--- config.mk ---
export PLATFORM = sky130hd
export DESIGN_NAME = load_store_unit
export DESIGN_NICKNAME = d
export VERILOG_FILES = /design/src/rtl/load_store_unit.sv
export SDC_FILE = /design/constraint.sdc
export NUM_CORES = 1
export LEC_CHECK = 0
export CAP_MARGIN = 0
export CORE_UTILIZATION = 41
export CTS_BUF_LIST = sky130_fd_sc_hd__clkbuf_16
export CTS_CLUSTER_DIAMETER = 30
export CTS_CLUSTER_SIZE = 12
export DETAILED_ROUTE_END_ITERATION = 7
export PLACE_DENSITY = 0.85
export SLEW_MARGIN = 20
export SYNTH_ARGS = -nofsm -noshare
export SYNTH_HDL_FRONTEND = slang
export SYNTH_SLANG_ARGS = --single-unit
--- constraint.sdc ---
create_clock -name clock -period 1.8 [get_ports clock]
set_input_delay 0.27 -clock clock [delete_from_list [all_inputs] [get_ports clock]]
set_output_delay 0.27 -clock clock [all_outputs]
set_load 0.01 [all_outputs]
--- src/rtl/load_store_unit.sv ---
// Data-memory access stage: one handshaked access per request,
// with store lane formatting, load extraction and bounded wait.
module load_store_unit #(
   parameter int ADDR_W  = 32,
   parameter int TIMEOUT = 16
) (
   input  logic              clock,
   input  logic              reset_n,
   input  logic              req_valid,
   output logic              req_ready,
   input  logic [3:0]        ls_op,
   input  logic [63:0]       addr,
   input  logic [63:0]       store_data,
   input  logic [4:0]        dest_reg,
   output logic              resp_valid,
   output logic [63:0]       resp_data,
   output logic [4:0]        resp_reg,
   output logic              resp_err,
   output logic              busy,
   output logic              mem_req,
   output logic              mem_we,
   output logic [ADDR_W-1:0] mem_addr,
   output logic [7:0]        mem_be,
   output logic [63:0]       mem_wdata,
   input  logic [63:0]       mem_rdata,
   input  logic              mem_ready
);

   localparam logic [1:0] S_IDLE   = 2'd0;
   localparam logic [1:0] S_ACCESS = 2'd1;
   localparam logic [1:0] S_RESP   = 2'd2;

   logic [1:0]  state;
   logic [3:0]  op_q;
   logic [2:0]  lane_q;
   logic [7:0]  cnt;
   logic        misaligned;
   logic [7:0]  be_base;
   logic [63:0] wdata_fmt;
   logic [63:0] shifted;
   logic [63:0] load_fmt;
   logic        timeout_hit;
   logic        unused_addr;

   assign unused_addr = ^addr[63:ADDR_W];

   assign req_ready   = (state == S_IDLE);
   assign busy        = (state != S_IDLE);
   assign resp_valid  = (state == S_RESP);
   assign timeout_hit = (cnt == 8'(TIMEOUT - 1));

   always_comb begin
      misaligned = 1'b0;
      be_base    = 8'h01;
      wdata_fmt  = store_data;
      unique case (ls_op[1:0])
         2'b00: begin
            misaligned = 1'b0;
            be_base    = 8'h01;
            wdata_fmt  = {8{store_data[7:0]}};
         end
         2'b01: begin
            misaligned = addr[0];
            be_base    = 8'h03;
            wdata_fmt  = {4{store_data[15:0]}};
         end
         2'b10: begin
            misaligned = |addr[1:0];
            be_base    = 8'h0F;
            wdata_fmt  = {2{store_data[31:0]}};
         end
         default: begin
            misaligned = |addr[2:0];
            be_base    = 8'hFF;
            wdata_fmt  = store_data;
         end
      endcase
   end

   // Extract the addressed lane, then extend to 64 bits.
   always_comb begin
      shifted  = mem_rdata >> {lane_q, 3'b000};
      load_fmt = shifted;
      unique case (op_q[1:0])
         2'b00:
            load_fmt = op_q[2] ? {{56{shifted[7]}}, shifted[7:0]}
                               : {56'd0, shifted[7:0]};
         2'b01:
            load_fmt = op_q[2] ? {{48{shifted[15]}}, shifted[15:0]}
                               : {48'd0, shifted[15:0]};
         2'b10:
            load_fmt = op_q[2] ? {{32{shifted[31]}}, shifted[31:0]}
                               : {32'd0, shifted[31:0]};
         default:
            load_fmt = shifted;
      endcase
   end

   always_ff @(posedge clock or negedge reset_n) begin
      if (!reset_n) begin
         state     <= S_IDLE;
         op_q      <= 4'd0;
         lane_q    <= 3'd0;
         cnt       <= 8'd0;
         mem_req   <= 1'b0;
         mem_we    <= 1'b0;
         mem_addr  <= '0;
         mem_be    <= 8'd0;
         mem_wdata <= 64'd0;
         resp_data <= 64'd0;
         resp_reg  <= 5'd0;
         resp_err  <= 1'b0;
      end else begin
         unique case (state)
            S_IDLE: begin
               if (req_valid) begin
                  op_q      <= ls_op;
                  lane_q    <= addr[2:0];
                  resp_reg  <= dest_reg;
                  resp_data <= 64'd0;
                  cnt       <= 8'd0;
                  mem_addr  <= {addr[ADDR_W-1:3], 3'b000};
                  mem_be    <= be_base << addr[2:0];
                  mem_wdata <= wdata_fmt;
                  if (misaligned) begin
                     resp_err <= 1'b1;
                     state    <= S_RESP;
                  end else begin
                     resp_err <= 1'b0;
                     mem_we   <= ls_op[3];
                     mem_req  <= 1'b1;
                     state    <= S_ACCESS;
                  end
               end
            end
            S_ACCESS: begin
               if (mem_ready) begin
                  mem_req   <= 1'b0;
                  resp_data <= op_q[3] ? 64'd0 : load_fmt;
                  state     <= S_RESP;
               end else if (timeout_hit) begin
                  mem_req   <= 1'b0;
                  resp_err  <= 1'b1;
                  resp_data <= 64'd0;
                  state     <= S_RESP;
               end else begin
                  cnt <= cnt + 8'd1;
               end
            end
            default: begin
               state <= S_IDLE;
            end
         endcase
      end
   end

endmodule

# After elaboration in Yosys (flattened, before gate mapping)

Cells that the tools add are included.

Logic and storage cells: 74
Input bits: 205
Bits in registers: 190
Output and inout bits: 179

Reductions and logical operators: 14
Equality and inequality tests: 13
Shifts and indexed selects: 2
Bitwise logic cells: 1
Add/sub/neg operators: 1
Multiplexer cells: 31

Operators with widths:

| operator                                             | number |
|---|---|
| two-way mux 64 bit                                   | 7 |
| case mux 64 bit (3 select lines)                     | 2 |
| case mux 64 bit (2 select lines)                     | 1 |
| >> shifter 64 x 6 -> 64 bit                          | 1 |
| two-way mux 8 bit                                    | 3 |
| case mux 8 bit (3 select lines)                      | 1 |
| case mux 8 bit (2 select lines)                      | 1 |
| AND reduction 4 bit                                  | 3 |
| inequality test 2 bit (second input constant)        | 5 |
| adder 8 x 1 -> 8 bit (second input constant)         | 1 |
| equality test 8 x 4 -> 1 bit (second input constant) | 1 |
| two-way mux 1 bit                                    | 8 |
| two-way mux 2 bit                                    | 4 |
| << shifter 8 x 3 -> 8 bit                            | 1 |
| equality test 2 x 1 -> 1 bit (second input constant) | 3 |
| equality test 2 bit (second input constant)          | 3 |
| zero test 2 bit                                      | 3 |
| AND reduction 3 bit                                  | 2 |
| case mux 1 bit (2 select lines)                      | 2 |
| case mux 2 bit (2 select lines)                      | 1 |
| AND reduction 2 bit                                  | 2 |
| nonzero test 2 bit                                   | 2 |
| inequality test 3 bit (second input constant)        | 1 |
| case mux 1 bit (3 select lines)                      | 1 |
| 3 further kinds                                      | 3 |

# Depth between registers and ports, before layout

Depth after elaboration: 6
Gate-level depth with buffers: 10

# Worst setup path before layout

OpenSTA, ideal clock, no wires.

Path type: flip-flop to flip-flop
Start: reg lane_q[2]
End: reg resp_data[40]
Library setup time: 0.123 ns
Setup slack: -0.055 ns
Arrival time: 1.732 ns
Buffers on the path: 3
Clock period less this slack: 1.855 ns
Stages on the path, launching flop included: 9
Data required time: 1.677 ns
Cells stage by stage: dfrtp_1 -> buf_6 -> or2_0 -> buf_2 -> a211oi_4 -> nor4_2 -> o31ai_4 -> buf_6 -> o21ai_2

Longest elaborated chain between the ends: 6
Elaborated cells on any way between the ends: 8

Ends and longest elaborated chain:

| item                                         | RTL line   | text |
|---|---|---|
| start: declaration                           | 35         | `logic [2:0] lane_q;` |
| start signal: assignment                     | 118        | `lane_q <= addr[2:0];` |
| >> shifter 64 x 6 -> 64 bit *                | 82         | `shifted = mem_rdata >> {lane_q, 3'b000};` |
| two-way mux 64 bit, on equally long branches | 92, 86, 89 |  |
| case mux 64 bit (3 select lines) *           | 84         | `unique case (op_q[1:0])` |
| two-way mux 64 bit *                         | 139        | `resp_data <= op_q[3] ? 64'd0 : load_fmt;` |
| two-way mux 64 bit *                         | 137        | `if (mem_ready) begin` |
| case mux 64 bit (2 select lines) *           | 114        | `unique case (state)` |
| end signal: assignment                       | 139        |  |
| end: declaration                             | 16         | `output logic [63:0] resp_data,` |

Mark *: on every way between the ends. The rest lies on a longest branch, timed or not.
A chain may end at the register's enable or synchronous reset.

# Worst setup path after layout

Start: reg cnt[5]
End: reg cnt[6]

Longest elaborated chain between the ends: 4
Elaborated cells on any way between the ends: 7

Ends and longest elaborated chain:

| item                            | RTL line | text |
|---|---|---|
| start: declaration              | 36       | `logic [7:0] cnt;` |
| start signal: assignment        | 147      | `cnt <= cnt + 8'd1;` |
| adder 8 x 1 -> 8 bit            | 147      |  |
| two-way mux 8 bit               | 141      | `end else if (timeout_hit) begin` |
| two-way mux 8 bit               | 137      |  |
| case mux 8 bit (2 select lines) | 114      |  |

Several ways; a longest one is shown, not always the timed one. The select of a mux whose other input is x is not followed.

==> impl_metrics.csv <==
group,metric,value,unit
synthesis,synthArstFlopShare,100,%
die,coreArea,24500,µm²
global_routing,grt_usage,29.8,%
clocking,cts_tree,"done",
critical_path,worstPathArrival,2.35,ns
power,comb_power_share,51.3,%
die,initial_core_util,42.1,%
clocking,cts_buffer_depth,2,
power,p_int,0.0130,W
global_routing,grt-ovfl-total,0,
critical_path,cp-end-kind,"register",
job,maxCapViolations,0,
clocking,cts_made_buffers,17,
synthesis,yosys_register_bits,190,
synthesis,synthMuxAreaShare,14.4,%
route,ant_nets,0,
cells_and_area,final_nets,1724,
synthesis,synth_compound_area_share,17.7,%
critical_path,crit_chain,"or4_4 > buf_6 > o211ai_1 > buf_4 > buf_6 > nor3_2 > xnor2_1 > nor2_1",
critical_path,crit_buf_inv,3,
clocking,clockRootBuffer,"clkbuf_16",
sta,fmax,494,MHz
die,die_w,161,µm
route,post_drt_wl_per_cell,21.2,µm
global_routing,grt_pass1_vias,10600,
place,dpl.hpwl,28.6,mm
sta,hold_viol,0,
critical_path,crit_required,2.13,ns
clocking,cts.clk_slew.worst_paths,0.07,ns
sta,worstMarginPinSlew,0.837,ns
sta,drv_slew,0,
synthesis,avgSynthCellArea,9.57,µm²
sta,setup_tns,-11.62,ns
global_routing,grt_pass1_wl,59.1,mm
synthesis,synth_fa_ha_area_share,0.121,%
place,gp_congestion,0.937,
synthesis,synth_cell_types,61,
route,wl,39.4,mm
place,pre_cts_ws,-0.448,ns
die,die-area,25800,µm²
synthesis,synth_top_family_by_area,"compound AO/OA/AOI/OAI gates",
die,rows,57,
critical_path,cp_top_family,"simple AND/OR/NAND/NOR gates",
die,ios,384,
place,portBuffers,348,
global_routing,grt_max_degree,56,
power,leakage,7.30,nW
route,post_drt_via_cell_ratio,5.64,
critical_path,cpMostUsedCell,"buf_6",
critical_path,setup.worst_path.class,"register to register",
status,status,"complete, but fails checks",
critical_path,start_kind,"register",
cells_and_area,drive_gt1_share,23.1,%
route,vias,10500,
sta,setup_violations,71,
synthesis,synthSimpleGateAreaFrac,16.1,%
power,seqPwrFrac,30.4,%
clocking,cts.htree.levels,4,
critical_path,slowest_stage,"or4_4",
power,p_per_area,1280,nW/µm²
synthesis,yosysWarnings,0,
cells_and_area,antennaDiodeCount,0,
clocking,clock-sinks,190,
power,pwr-share-clk,18.3,%
synthesis,synth_xor_area_share,0.510,%
critical_path,critPathMaxStageDelay,0.57,ns
critical_path,worstPathMaxFanout,7,
route,first_iter_violations,873,
cells_and_area,area_growth,59.2,%
min_path,hold_class,"input pin to register",
die,chipHeight,161,µm
synthesis,syn-instance-count,1077,
sta,finalCriticalPeriod,2.02,ns
global_routing,grt_antenna_before_repair,1,
route,dr.pass1.iters,7,
sta,slew_headroom,43.8,%
route,drc,0,
sta,timing.final.ws_setup,-0.223,ns
power,ir_drop,0.716,mV
synthesis,synth_ff_type,"dfrtp_1",
sta,skew,0.0178,ns
clocking,worstSkewPairLatency,0.45,ns
sta,fin_crit_sh,112,%
synthesis,yosysSeqAreaShare,46.1,%
synthesis,synth_edf_count,0,
cells_and_area,top_regs,"mem_wdata (64), resp_data (64), mem_addr (29)",
status,violations,"negative setup slack",
power,power_switching,0.00805,W
power,sw_frac_of_total,38.3,%
sta,grt_setup_unrepaired,"yes",
synthesis,synth_area,10300,µm²
==> worst paths after layout <==
path / start / endpoint / slack [ns] / cells past startpoint
max reg2reg: cnt[5] / cnt[6] / -0.22 / 8
min reg2reg: mem_addr[6] / mem_addr[6] / 0.48 / 2
max: cnt[5] / cnt[6] / -0.22 / 8
min in group asynchronous: reset_n / resp_data[48] / 0.37 / 2
max in group asynchronous: reset_n / resp_data[54] / 0.77 / 3
min: ls_op[1] / op_q[1] / 0.22 / 3
==> cell families (layout without fill, tap and decap cells) <==
group,Yosys count,after routing
compound gates,277,278
xor+xnor,6,6
fa+ha+maj,1,1
buf+inv,96,547
flops,190,190
mux,112,112
other cells,1,3
simple gates,394,394
==> cells in the final DEF, fill, tap and decap left out, types with 9 or more instances in the layout <==
cell	synthesis	routed
clkdlybuf4s50_1	0	342
nand2_1	261	257
dfrtp_1	190	188
buf_4	4	108
mux2i_1	73	67
nor2_1	70	60
a21oi_1	61	51
o21ai_0	68	50
o21ai_2	30	46
a211oi_1	39	34
mux4_2	28	28
buf_12	0	23
buf_6	14	22
clkbuf_16	0	20
a21o_1	18	18
nor2b_1	17	15
o31ai_1	13	12
o21ai_1	12	11
nor2_2	3	10
mux2_2	11	9
a21oi_2	0	9
==> synth_stat cells, types with 16 or more instances <==
cell type    n  area share (%)
nand2_1    261             9.5
dfrtp_1    190              46
mux2i_1     73             7.1
nor2_1      70             2.5
o21ai_0     68             3.3
a21oi_1     61             3.0
clkbuf_1    48             1.7
a211oi_1    39             2.8
o21ai_2     30             2.5
mux4_2      28             6.1
a21o_1      18             1.3
nor2b_1     17             1.0
buf_2       16            0.78
==> stage by stage <==
stage	instances	hold WS [ns]	power, W	area (µm²)	utilization [%]
2_1_floorplan	1079	-0.0256	0.0109	10300	-
3_5_place_dp	1800	0.298	0.0160	15000	61.5
5_1_grt	1855	0.227	0.0220	16400	67.1
6_report	1855	0.221	0.0210	16400	67.1
4_1_cts	1844	0.201	0.0204	16000	65.2
3_3_place_gp	1800	0.295	0.0158	15000	61.5
==> worst min-delay path: cells and delay by family <==
family	cells	cell delay [ns]
AND/OR/NAND/NOR	2	0.14
buffers and inverters	1	0.21
==> timing repair <==
item | CTS | global route
setup buffers | 13 | 12
hold endpoints to repair | 48 | 0
endpoints found under the setup margin | 75 | 80
gates resized for setup | 72 | 76
hold buffers | 1 | 0
pin swaps | 30 | 30
gates cloned | 0 | 4
==> final cells by class <==
type | count | area, µm²
Clock buffer | 17 | 425
Clock inverter | 15 | 164
Fill cell | 1786 | 8050
Inverter | 7 | 26.3
Multi-Input combinational cell | 794 | 5510
Sequential cell | 190 | 4760
Tap cell | 324 | 405
Timing Repair Buffer | 508 | 5130
==> power groups by stage <==
stage	registers [W]	logic [W]	clock network, W
after floorplan	0.00681	0.00408	0
after global placement	0.00641	0.00938	0
after detailed placement	0.00646	0.00954	0
after CTS	0.00636	0.0101	0.00390
after global routing	0.00653	0.0114	0.00406
final	0.00639	0.0108	0.00384
==> per-layer routing <==
layer	share of wire [%]	up-vias	GRT usage (%)
li1	-	4680	-
met1	37	5040	35.1
met2	48	598	51.0
met3	9.7	138	8.01
met4	4.9	2	13.2
met5	0.033	-	0
Note: power is estimated with default switching activity, not from simulation.
